--- src/rtl/bt_cmd_decoder_pkg.sv ---
// bt_cmd_decoder_pkg: shared state encodings, defaults and command codes for the BT command decoder
package bt_cmd_decoder_pkg;
  typedef enum logic [1:0] {
    DEC_IDLE     = 2'b00,
    DEC_WAIT_CMD = 2'b01,
    DEC_WAIT_ARG = 2'b10,
    DEC_WAIT_CHK = 2'b11
  } dec_state_e;
  localparam logic [7:0] SYNC_BYTE_DEF = 8'hAA;
  localparam logic [15:0] TIMEOUT_TICKS_DEF = 16'd2000;
  localparam logic [7:0] CMD_LEFT = 8'h01;
  localparam logic [7:0] CMD_RIGHT = 8'h02;
  localparam logic [7:0] CMD_FIRE = 8'h03;
  function automatic logic [7:0] frame_chk(input logic [7:0] c, input logic [7:0] a);
    return c ^ a;
  endfunction
endpackage

--- src/rtl/bt_cmd_decoder_if.sv ---
// bt_cmd_decoder_if: byte-in / command-out bundle between UART receiver, decoder and game logic
interface bt_cmd_decoder_if;
  logic avail;
  logic [7:0] din;
  logic cmd_valid;
  logic [7:0] cmd;
  logic [7:0] arg;
  logic frame_err;
  logic [7:0] err_count;
  logic busy;
  modport master (output avail, din, input cmd_valid, cmd, arg, frame_err, err_count, busy);
  modport slave (input avail, din, output cmd_valid, cmd, arg, frame_err, err_count, busy);
endinterface

--- src/rtl/bt_timeout_counter.sv ---
// bt_timeout_counter: idle-tick counter that strobes expire when it reaches limit-1 and restarts
module bt_timeout_counter #(
  parameter int W = 16
) (
  input  logic         clk,
  input  logic         rst_n,
  input  logic         clear,
  input  logic         enable,
  input  logic [W-1:0] limit,
  output logic         expire
);
  logic [W-1:0] cnt_q, cnt_d;
  always_comb begin
    expire = enable && !clear && (cnt_q == limit - 1'b1);
    cnt_d = (clear || expire) ? '0 : enable ? cnt_q + 1'b1 : cnt_q;
  end
  always_ff @(posedge clk or negedge rst_n)
    if (!rst_n) cnt_q <= '0;
    else cnt_q <= cnt_d;
endmodule

--- src/rtl/bt_cmd_decoder.sv ---
// bt_cmd_decoder: assembles SYNC/CMD/ARG/CHK frames from the UART byte stream and
// emits validated (cmd, arg) pairs, flagging checksum errors and inter-byte stalls
module bt_cmd_decoder
  import bt_cmd_decoder_pkg::*;
#(
  parameter logic [7:0]  SYNC_BYTE     = SYNC_BYTE_DEF,
  parameter logic [15:0] TIMEOUT_TICKS = TIMEOUT_TICKS_DEF
) (
  input logic clk_div,
  input logic rst_n,
  bt_cmd_decoder_if.slave bus
);
  dec_state_e state_q, state_d;
  logic [7:0] cmd_s_q, cmd_s_d, arg_s_q, arg_s_d;
  logic [7:0] cmd_q, cmd_d, arg_q, arg_d, err_count_q, err_count_d;
  logic cmd_valid_q, cmd_valid_d, frame_err_q, frame_err_d;
  logic idle, expire;
  assign idle = state_q == DEC_IDLE;
  bt_timeout_counter #(.W(16)) u_timeout (
    .clk    (clk_div),
    .rst_n  (rst_n),
    .clear  (bus.avail || idle),
    .enable (!idle),
    .limit  (TIMEOUT_TICKS),
    .expire (expire)
  );
  always_comb begin
    state_d = state_q;
    cmd_s_d = cmd_s_q;
    arg_s_d = arg_s_q;
    cmd_d = cmd_q;
    arg_d = arg_q;
    cmd_valid_d = 1'b0;
    frame_err_d = 1'b0;
    if (bus.avail) begin
      case (state_q)
        DEC_IDLE: state_d = (bus.din == SYNC_BYTE) ? DEC_WAIT_CMD : DEC_IDLE;
        DEC_WAIT_CMD: begin
          cmd_s_d = bus.din;
          state_d = DEC_WAIT_ARG;
        end
        DEC_WAIT_ARG: begin
          arg_s_d = bus.din;
          state_d = DEC_WAIT_CHK;
        end
        default: begin
          cmd_valid_d = bus.din == frame_chk(cmd_s_q, arg_s_q);
          frame_err_d = !cmd_valid_d;
          cmd_d = cmd_valid_d ? cmd_s_q : cmd_q;
          arg_d = cmd_valid_d ? arg_s_q : arg_q;
          state_d = DEC_IDLE;
        end
      endcase
    end else if (expire) begin
      frame_err_d = 1'b1;
      state_d = DEC_IDLE;
    end
    err_count_d = (frame_err_d && err_count_q != 8'hFF) ? err_count_q + 8'd1 : err_count_q;
  end
  always_ff @(posedge clk_div or negedge rst_n)
    if (!rst_n) begin
      state_q <= DEC_IDLE;
      cmd_s_q <= '0;
      arg_s_q <= '0;
      cmd_q <= '0;
      arg_q <= '0;
      cmd_valid_q <= 1'b0;
      frame_err_q <= 1'b0;
      err_count_q <= '0;
    end else begin
      state_q <= state_d;
      cmd_s_q <= cmd_s_d;
      arg_s_q <= arg_s_d;
      cmd_q <= cmd_d;
      arg_q <= arg_d;
      cmd_valid_q <= cmd_valid_d;
      frame_err_q <= frame_err_d;
      err_count_q <= err_count_d;
    end
  assign bus.cmd_valid = cmd_valid_q;
  assign bus.cmd = cmd_q;
  assign bus.arg = arg_q;
  assign bus.frame_err = frame_err_q;
  assign bus.err_count = err_count_q;
  assign bus.busy = !idle;
endmodule

--- src/flat_wrapper.sv ---
// flat-port wrapper written by rule: the top's interface ports become plain ports
module bt_cmd_decoder_flat import bt_cmd_decoder_pkg::*;
#(
  parameter logic [7:0]  SYNC_BYTE     = SYNC_BYTE_DEF,
  parameter logic [15:0] TIMEOUT_TICKS = TIMEOUT_TICKS_DEF
)
  (clk_div, rst_n, bus_avail, bus_din, bus_cmd_valid, bus_cmd, bus_arg, bus_frame_err, bus_err_count, bus_busy);
  bt_cmd_decoder_if bus_i ();
  input logic clk_div;
  input logic rst_n;
  input wire logic [$bits(bus_i.avail)-1:0] bus_avail;
  input wire logic [$bits(bus_i.din)-1:0] bus_din;
  output wire logic [$bits(bus_i.cmd_valid)-1:0] bus_cmd_valid;
  output wire logic [$bits(bus_i.cmd)-1:0] bus_cmd;
  output wire logic [$bits(bus_i.arg)-1:0] bus_arg;
  output wire logic [$bits(bus_i.frame_err)-1:0] bus_frame_err;
  output wire logic [$bits(bus_i.err_count)-1:0] bus_err_count;
  output wire logic [$bits(bus_i.busy)-1:0] bus_busy;
  assign bus_i.avail = bus_avail;
  assign bus_i.din = bus_din;
  assign bus_cmd_valid = bus_i.cmd_valid;
  assign bus_cmd = bus_i.cmd;
  assign bus_arg = bus_i.arg;
  assign bus_frame_err = bus_i.frame_err;
  assign bus_err_count = bus_i.err_count;
  assign bus_busy = bus_i.busy;
  bt_cmd_decoder #(.SYNC_BYTE(SYNC_BYTE), .TIMEOUT_TICKS(TIMEOUT_TICKS)) u_core (.clk_div(clk_div), .rst_n(rst_n), .bus(bus_i));
endmodule
--- config.mk ---
export PLATFORM = sky130hd
export DESIGN_NAME = bt_cmd_decoder_flat
export DESIGN_NICKNAME = d
export VERILOG_FILES = /design/src/rtl/bt_cmd_decoder_pkg.sv /design/src/rtl/bt_cmd_decoder_if.sv /design/src/rtl/bt_timeout_counter.sv /design/src/rtl/bt_cmd_decoder.sv /design/src/flat_wrapper.sv
export SDC_FILE = /design/constraint.sdc
export NUM_CORES = 1
export LEC_CHECK = 0
export ABC_AREA = 1
export ABC_CLOCK_PERIOD_IN_PS = 1600
export BUFFER_PORTS_ARGS = -buffer_cell sky130_fd_sc_hd__buf_2
export CORE_AREA = 2 2 88 73
export DETAILED_ROUTE_END_ITERATION = 10
export DIE_AREA = 0 0 90 75
export HOLD_SLACK_MARGIN = 0.12
export PLACE_DENSITY = 0.74
export SLEW_MARGIN = 20
export SYNTH_ARGS = -nofsm -noshare
export SYNTH_HDL_FRONTEND = slang
export SYNTH_SLANG_ARGS = --single-unit
--- constraint.sdc ---
create_clock -name clk_div -period 1.6 [get_ports clk_div]
set_input_delay 0.32 -clock clk_div [delete_from_list [all_inputs] [get_ports clk_div]]
set_output_delay 0.32 -clock clk_div [all_outputs]
set_load 0.02 [all_outputs]
Word-level counts from Yosys, hierarchy flattened
Cells that the tools add are included.
{"block": "totals", "regBits": 60, "wordCells": 45}
{"block": "classes", "addsub": 2, "n_eq_ne": 7, "mux": 11, "bitwise": 2, "reduce_logical": 14}
{"operator": "16-bit 2-to-1 mux", "n": 2}
{"operator": "16-bit by 1-bit adder with 16-bit output, second input constant", "n": 1}
{"operator": "16-bit by 11-bit == test with 1-bit output, second input constant", "n": 1}
{"operator": "8-bit by 1-bit adder with 8-bit output, second input constant", "n": 1}
{"operator": "8-bit == test", "n": 1}
{"operator": "8-bit == test, second input constant", "n": 1}
{"operator": "8-bit inequality test, second input constant", "n": 1}
{"operator": "8-bit bitwise XOR", "n": 1}
{"operator": "1-bit 2-to-1 mux", "n": 6}
{"operator": "2-bit one-hot mux with 3 select lines", "n": 1}
{"operator": "2-bit 2-to-1 mux", "n": 2}
{"operator": "2-bit AND reduction", "n": 2}
{"operator": "1-bit logical AND", "n": 3}
{"operator": "1-bit logical NOT", "n": 3}
{"operator": "3-bit AND reduction", "n": 1}
{"operator": "3-bit OR reduction", "n": 1}
{"operator": "2-bit by 1-bit == test with 1-bit output, second input constant", "n": 1}
{"operator": "2-bit == test, second input constant", "n": 1}
{"operator": "2-bit logical NOT", "n": 1}
{"operator": "1-bit logical OR", "n": 2}
{"operator": "2-bit inequality test, second input constant", "n": 1}
{"operator": "2-bit nonzero test", "n": 1}
{"operator": "1-bit NOT", "n": 1}

Logic depth before layout (Yosys ltp)
Gate-level depths: netlist of the first run.
{"block": "depth", "word_depth": 8, "mapped_depth": 13}

Hierarchy
A second synthesis of the first run with hierarchy kept.
{"block": "hier_totals", "cells_unflattened": 567, "hier_area_um2": 4002.6}
{"mod": "bt_cmd_decoder", "instances": 1, "cells_per_inst": 262, "area_each_um2": 2158.3, "seq_area_each_um2": 1101.1}
{"mod": "bt_timeout_counter", "instances": 1, "cells_per_inst": 305, "area_each_um2": 1844.3, "seq_area_each_um2": 400.4}

Worst setup path after synthesis of the first run
Ideal clock, no wire load.
{"block": "synth_path", "path_kind": "flip-flop to flip-flop", "startpoint": "register u_core.err_count_q[0], in the netlist u_core.bus.err_count[0]", "endpoint": "register u_core.err_count_q[6], in the netlist u_core.bus.err_count[6]", "setup_ns": 0.065, "arrival_time_ns": 1.500, "setup_slack_ns": 0.035, "path_stages_with_launch": 8, "n_path_buf": 0, "period_less_slack_ns": 1.565, "cell_sequence": "dfrtp_1 > ha_1 > nand3_1 > nor3b_2 > nand3_2 > nand2_4 > nand2_1 > nand2_1"}
{"block": "synth_via", "elab_chain_cells": 2, "word_cells_on_any_way": 3}
{"item": "start, declared", "line": "bt_cmd_decoder.sv:15", "rtl": "logic [7:0] cmd_q, cmd_d, arg_q, arg_d, err_count_q, err_count_d;"}
{"item": "start signal, assigned", "line": "bt_cmd_decoder.sv:78", "rtl": "err_count_q <= err_count_d;"}
{"item": "parallel branches: the longest is 2 deep, another holds 8-bit by 1-bit adder with 8-bit output"}
Parallel ways; which one is timed is not known.
A chain may end at the register's enable or synchronous reset.

Worst setup path in the final report of the first run
{"block": "layout_path", "startpoint": "register u_core.arg_s_q[6]", "endpoint": "register u_core.arg_q[4], in the netlist u_core.bus.arg[4]"}
{"block": "layout_via", "elab_chain_cells": 3}
{"item": "start, declared", "line": "bt_cmd_decoder.sv:14", "rtl": "logic [7:0] cmd_s_q, cmd_s_d, arg_s_q, arg_s_d;"}
{"item": "start signal, assigned", "line": "bt_cmd_decoder.sv:73", "rtl": "arg_s_q <= arg_s_d;"}
{"item": "8-bit bitwise XOR", "line": "bt_cmd_decoder_pkg.sv:15", "rtl": "return c ^ a;"}
{"item": "8-bit == test", "line": "bt_cmd_decoder.sv:47", "rtl": "cmd_valid_d = bus.din == frame_chk(cmd_s_q, arg_s_q);"}
{"item": "3-bit AND reduction (no source line)"}
{"item": "end signal, assigned", "line": "bt_cmd_decoder.sv:75", "rtl": "arg_q <= arg_d;"}
{"item": "end, declared", "line": "bt_cmd_decoder.sv:15"}
No other way between the ends.

==> results of run 1 <==
## final cells by class
class | instances | area share [%]
Clock inverter | 6 | 1.69
Multi-Input combinational cell | 244 | 38.0
Tap cell | 81 | 2.63
Timing Repair Buffer | 63 | 11.1
Clock buffer | 10 | 3.31
Inverter | 45 | 4.38
Sequential cell | 60 | 38.9
## critical path: stages, from the launching register on
cell	delay, ps
dfrtp_1	420
inv_2	80
nand2_2	60
nand2_1	60
nand2_1	40
nand2_1	70
nand2_1	60
nor2_2	120
nand2_2	120
nor2_4	120
buf_12	180
nand2_1	70
o21a_1	110
## power by group through the flow
stage	Combinational, mW	Clock (mW)	Sequential (mW)
final	1.67	1.34	2.03
after global routing	1.90	1.44	2.08
after CTS	1.52	1.38	2.01
after detailed placement	1.46	0	2.03
after global placement	1.42	0	2.02
after floorplan	0.851	0	2.09
## cell usage after synthesis (2+ instances only)
cell type / count / area [um^2]
clkbuf_1: 2 / 7.51
nand2_2: 3 / 18.8
buf_6: 3 / 33.8
nand3_2: 2 / 20.0
o21a_1: 14 / 105
nor3b_2: 2 / 25.0
nand3_1: 22 / 110
ha_1: 6 / 75.1
inv_2: 4 / 15.0
nand3b_1: 2 / 15.0
nand2_1: 112 / 420
nor3_1: 8 / 40.0
nand4_1: 2 / 12.5
inv_1: 41 / 154
a21oi_1: 3 / 15.0
nor3_2: 3 / 30.0
nor3b_1: 4 / 30.0
nor2_1: 19 / 71.3
o21ai_0: 22 / 110
xnor2_1: 2 / 17.5
dfrtp_1: 60 / 1500
xor2_1: 8 / 70.1
nand2_4: 2 / 22.5
## sequential cells by signal, summed over array words and instances, names as in the netlist
| name | cells |
|---|---|
| u_core.bus.frame_err | 1 |
| u_core.bus.cmd_valid | 1 |
| u_core.arg_s_q | 8 |
| u_core.bus.err_count | 8 |
| u_core.u_timeout.cnt_q | 16 |
| u_core.bus.cmd | 8 |
| u_core.cmd_s_q | 8 |
| u_core.state_q | 2 |
| u_core.bus.arg | 8 |
## how the worst max path moves through the flow
| stage | end | from | slack, ps | depth (start not counted) |
|---|---|---|---|---|
| after floorplan | u_core.bus.err_count[6] | u_core.bus.err_count[0] | 30 | 7 |
| after global placement | u_core.bus.cmd[2] | bus_din[7] | 60 | 13 |
| after detailed placement | u_core.bus.arg[4] | bus_din[5] | -9 | 13 |
| after CTS | u_core.bus.arg[4] | u_core.cmd_s_q[0] | 7 | 12 |
| after global routing | u_core.bus.arg[3] | u_core.cmd_s_q[6] | -170 | 12 |
| final | u_core.bus.arg[4] | u_core.arg_s_q[6] | -10 | 12 |
## metal layers
metal  wire (um)  up-vias
met5           0        -
met4          85        0
met3         300       11
met2        2880       39
met1        2980     1171
li1            -     1267
## logic make-up after synthesis
kind of cell,Yosys count
compound gates,42
fa+ha+maj,6
simple gates,185
xor+xnor,10
flops,60
buf+inv,51
## timing repair
item                                    CTS  global route
pin swaps                                 0            18
hold endpoints to repair                 60             0
hold buffers                              1             0
setup buffers                             0             7
gates resized for setup                   6            44
gates cloned                              0             1
endpoints found under the setup margin    2            41
==> out/results.ini, run 1 <==
[cells_and_area]
fillerInstances = 501
layout_commonest_cell = nand2_1
layout_common_cells = nand2_1, dfrtp_1, inv_1
syn_to_final_growth_pct = 29.4
layout.nets = 440
n_antenna_cell = 0
regArea_um2 = 1500
final_util_pct = 66.3
final_cell_area_um2 = 3860
final_cells = 509
multi_input_area_um2 = 1470
drive_gt1_share_pct = 30.4

[logic_synthesis]
synth-simple-area-share_pct = 28.6
synth.area.mux_share_pct = 0
avgSynthCellArea_um2 = 8.43
synth_top_family_by_area = simple AND/OR/NAND/NOR gates
ys_dominant_reg_cell = dfrtp_1
synth_compound_area_share_pct = 8.35
synth_nets = 371
ys_warn_count = 0
yosys_register_bits = 60
yosysUniqueCellTypes = 31
syn_inst = 354
ys_seq_area_share_pct = 50.3
synth_adder_area_share_pct = 2.52
synth_edf_count = 0
synthXorXnorAreaFrac_pct = 2.94
async_reset_ff_share_pct = 100
syn_area_um2 = 2980

[floorplanning]
fp.dieArea_um2 = 6750
fp.coreArea_um2 = 5820
die_x_um = 90
boundaryPins = 38
die_h_um = 75
start_util_pct = 51.3
rows = 25

[place]
dp_cells = 484
io_buffers = 37
placed_cell_area_um2 = 3390
pre_cts_slack_ps = -9.46
gp_congestion = 0.797
place_hpwl_mm = 4.06

[drt]
vias = 2488
wire_per_inst_um = 12.3
ant_nets = 0
drtIter0Drc = 116
drc = 0
vias_per_cell = 4.89
dr.pass1.iters = 5
drt_wl_total_mm = 6.25

[timing]
worst_slack_ps = -9.91
setup_viol = 1
worstMarginPinSlew_ps = 489
slew_violations = 0
slew_headroom_pct = 67.3
min_period_ps = 1610
finalClockSkew_ps = 10.1
fmax_mhz = 621
period_share_pct = 101
setup-tns-final_ps = -9.91
hold_viol_final = 0
hold_slack_ps = 248
rsz0062_at_grt = true

[worst_setup_path]
cp.arrival_ps = 1860
worstPathMaxFanout = 31
cp_data_required_time_ps = 1850
end_kind = flop
reg2reg_from = u_core.arg_s_q[6]
rrSetupSlack_ps = -10
reg2reg_to = u_core.bus.arg[4]
rr_worst_depth = 12
crit_type = reg2reg
cp-start-kind = flop

[global_routing]
top_usage_layer = met2
grt_antenna_before_repair = 0
grt_overflow_total = 0
grt_pass1_wl_mm = 10.1
grt_max_degree = 61
met3_usage_pct = 6.11
track_usage_pct = 19.2
grt_util_met2_pct = 32.0
grt_pass1_vias = 2285
grt_use_met1_pct = 23.8

[status]
failed_checks = negative setup slack
status = complete, but fails checks

[clock_tree]
clkTransAtPathRegs_ps = 70
htree_levels = 3
cts_tree = yes
cts_inserted_buffers = 9
insertion_delay_ps = 350
root_buffer = clkbuf_8
clock_sinks = 60
clock_path_buffers = 2

[worst_hold_path]
holdPathEnd = u_core.state_q[1]
holdCritPathClass = in2reg
worst_hold_path.num_cells = 3
hold_start = bus_avail

[power_and_ir_drop]
power_per_cell_area_nw_per_um2 = 1310
clkPwrFrac_pct = 26.6
cellInternalPower_mw = 3.24
comb_power_share_pct = 33.1
seqPwrFrac_pct = 40.3
p_leak_nw = 1.96
p_switching_mw = 1.81
swShare_pct = 35.9
total_power_mw = 5.05
peakVddDrop_uv = 850

[flow_run]
cap_viol_max_count = 0

(Power assumes the default switching activity.)
==> inputs of run 2 (changes only) <==
- ABC_CLOCK_PERIOD_IN_PS: 1600 -> 1500
- CORE_AREA: 2 2 88 73 -> 2 2 84 70
- DIE_AREA: 0 0 90 75 -> 0 0 86 72
- PLACE_DENSITY: 0.74 -> 0.77
- clock period: 1.6 -> 1.5 ns (I/O delays scaled with it)
==> run 2 against run 1 <==
  * Cell count is 5.9% higher
  * Power is 20% higher
  * Clock skew is 2.5 ps lower
  * Wire length is 18% higher
  * Count of clock-buffer cells in the layout is 2 higher
  * Critical path depth is 1 higher
  * Largest cell class unchanged
  * Global-route usage is 5.0 points higher
  * Combinational power is 37% higher
  * The flow still finishes with violations (negative setup slack)
  * Die area is 8.3% lower
  * Clock power is 19% higher
  * Sequential share of layout area is 4.1 points lower
==> out/results.ini, run 2 (synthesis gave the netlist of run 1 again) <==
[worst_setup_path]
cp_data_required_time_ps = 1740  ; -110 ps
crit_type = reg2reg
worstPathMaxFanout = 7  ; -77%
cp-startpoint = u_core.arg_s_q[7]
reg2reg_from = u_core.arg_s_q[7]
cp-start-kind = flop
end_kind = flop
cp.arrival_ps = 1900  ; +40 ps
rr_worst_depth = 13  ; +1

[drt]
ant_nets = 0  ; unchanged
wire_per_inst_um = 13.7  ; +12%
vias_per_cell = 5.14  ; +5.3%
drt_wl_total_mm = 7.39  ; +18%
dr.pass1.iters = 4  ; -1
drc = 0  ; unchanged
drtIter0Drc = 182  ; +57%
vias = 2773  ; +11%

[timing]
worst_slack_ps = -167  ; -157 ps
hold_viol_final = 0  ; unchanged
setup_viol = 39  ; +38
min_period_ps = 1670  ; +57.2 ps
rsz0062_at_grt = true
slew_headroom_pct = 66.0  ; -1.3 points
hold_slack_ps = 273  ; +24.8 ps
fmax_mhz = 600  ; -3.4%
worstMarginPinSlew_ps = 509  ; +19.9 ps
slew_violations = 0  ; unchanged
finalClockSkew_ps = 7.59  ; -2.50 ps
period_share_pct = 111  ; +11 points

[cells_and_area]
top_register = u_core.u_timeout.cnt_q
fillerInstances = 304  ; -39%
layout.nets = 486  ; +10%
n_antenna_cell = 0  ; unchanged
final_cells = 539  ; +5.9%
layout_common_cells = nand2_1, buf_4, dfrtp_1
syn_to_final_growth_pct = 44.9
drive_gt1_share_pct = 40.1  ; +9.7 points
layout_commonest_cell = nand2_1
largest_register_ffs = 16  ; unchanged

[floorplanning]
boundaryPins = 38  ; unchanged
rows = 24  ; -4.0%
start_util_pct = 56.1  ; +4.9 points
fp.coreArea_um2 = 5320  ; -8.6%
fp.dieArea_um2 = 6190  ; -8.3%
die_x_um = 86  ; -4.4%
die_h_um = 72  ; -4.0%

[global_routing]
grt_antenna_before_repair = 0  ; unchanged
grt_overflow_total = 0  ; unchanged
grt_use_met1_pct = 30.0  ; +6.2 points
grt_pass1_vias = 2571  ; +13%
track_usage_pct = 24.2  ; +5.0 points
top_usage_layer = met2
grt_pass1_wl_mm = 11.6  ; +14%
met3_usage_pct = 7.51  ; +1.4 points
grt_util_met2_pct = 40.5  ; +8.5 points
grt_max_degree = 42  ; -31%

[power_and_ir_drop]
power_per_cell_area_nw_per_um2 = 1410  ; +7.3%
p_leak_nw = 2.29  ; +17%
peakVddDrop_uv = 770  ; -9.4%

[status]
status = complete, but fails checks
failed_checks = negative setup slack

[clock_tree]
cts_tree = yes
htree_levels = 3  ; unchanged
cts_inserted_buffers = 9  ; unchanged
insertion_delay_ps = 340  ; about the same
clock_sinks = 60  ; unchanged
root_buffer = clkbuf_8
clock_path_buffers = 2  ; unchanged
clkTransAtPathRegs_ps = 70  ; about the same

[place]
io_buffers = 37  ; unchanged
gp_congestion = 0.830  ; +4.1%
place_hpwl_mm = 4.54  ; +12%
pre_cts_slack_ps = -125  ; -115 ps
dp_cells = 499  ; +3.1%

[worst_hold_path]
holdCritPathClass = in2reg
worst_hold_path.num_cells = 3  ; unchanged
hold_start = bus_avail

[flow_run]
cap_viol_max_count = 0  ; unchanged

-- run 2: changes by cell type in the layout (fill, tap and decap cells not counted), moves of 4 or more --
cell / delta
buf_4: +36
inv_1: -8
buf_6: +7
inv_2: +7
nand2_1: -7
nand2_4: +4
-- run 2: power by group --
group / switching (mW) / total, mW / internal [mW]
Combinational: 1.15 / 2.28 / 1.12
Sequential: 0.271 / 2.20 / 1.92
Clock: 0.625 / 1.60 / 0.979
Total: 2.05 / 6.08 / 4.02
-- run 2: layer usage --
layer  part of all wire (%)  up-vias
met5                      0        -
met4                    2.5        0
met3                    4.7       20
met2                     49       71
met1                     44     1322
li1                       -     1360
-- run 2: layout make-up --
cell class / count / area [um^2] / area share [%]
sequential: 60 / 1500 / 34.8
multi-input combinational: 243 / 1490 / 34.5
timing repair buffer: 110 / 856 / 19.8
inverter: 45 / 171 / 3.97
clock buffer: 12 / 145 / 3.36
tap: 65 / 81.3 / 1.88
clock inverter: 4 / 72.6 / 1.68
-- run 2: repair_timing --
item	4_1_cts	5_1_grt
hold buffers	1	0
setup endpoints to repair	41	52
hold endpoints to repair	60	0
cloned	1	1
pin swaps	6	13
buffers inserted	7	16
resized for setup	21	61
-- run 2: worst paths after layout --
path,to,slack (ps)
setup / recovery,u_core.bus.cmd[0],-170
hold / removal,u_core.state_q[1],270
setup reg to reg,u_core.bus.cmd[0],-170
hold reg to reg,u_core.bus.cmd[1],490
max in group asynchronous,u_core.u_timeout.cnt_q[3],700
min in group asynchronous,u_core.bus.arg[0],330
-- run 2: critical path: stages, from the launching register on --
cell	delay, ps
dfrtp_1	400
inv_2	60
nand2_1	70
nand2_1	80
nand2_1	50
nand2_1	60
nand2_1	50
nor2_1	130
nand2_2	110
nor2_4	100
buf_6	130
buf_12	140
nand2_2	60
o21a_1	100
-- run 2: metrics by stage --
| stage | power (mW) | util, % | setup TNS [ps] | cell area (um^2) |
|---|---|---|---|---|
| 5_1_grt | 6.48 | 81.3 | -8140 | 4320 |
| 3_5_place_dp | 4.00 | 68.1 | -2190 | 3620 |
| 2_1_floorplan | 3.14 | - | 0 | 2990 |
| 4_1_cts | 5.71 | 75.5 | -2060 | 4020 |
| 6_report | 6.08 | 81.3 | -3310 | 4320 |
| 3_3_place_gp | 3.93 | 68.1 | -525 | 3620 |
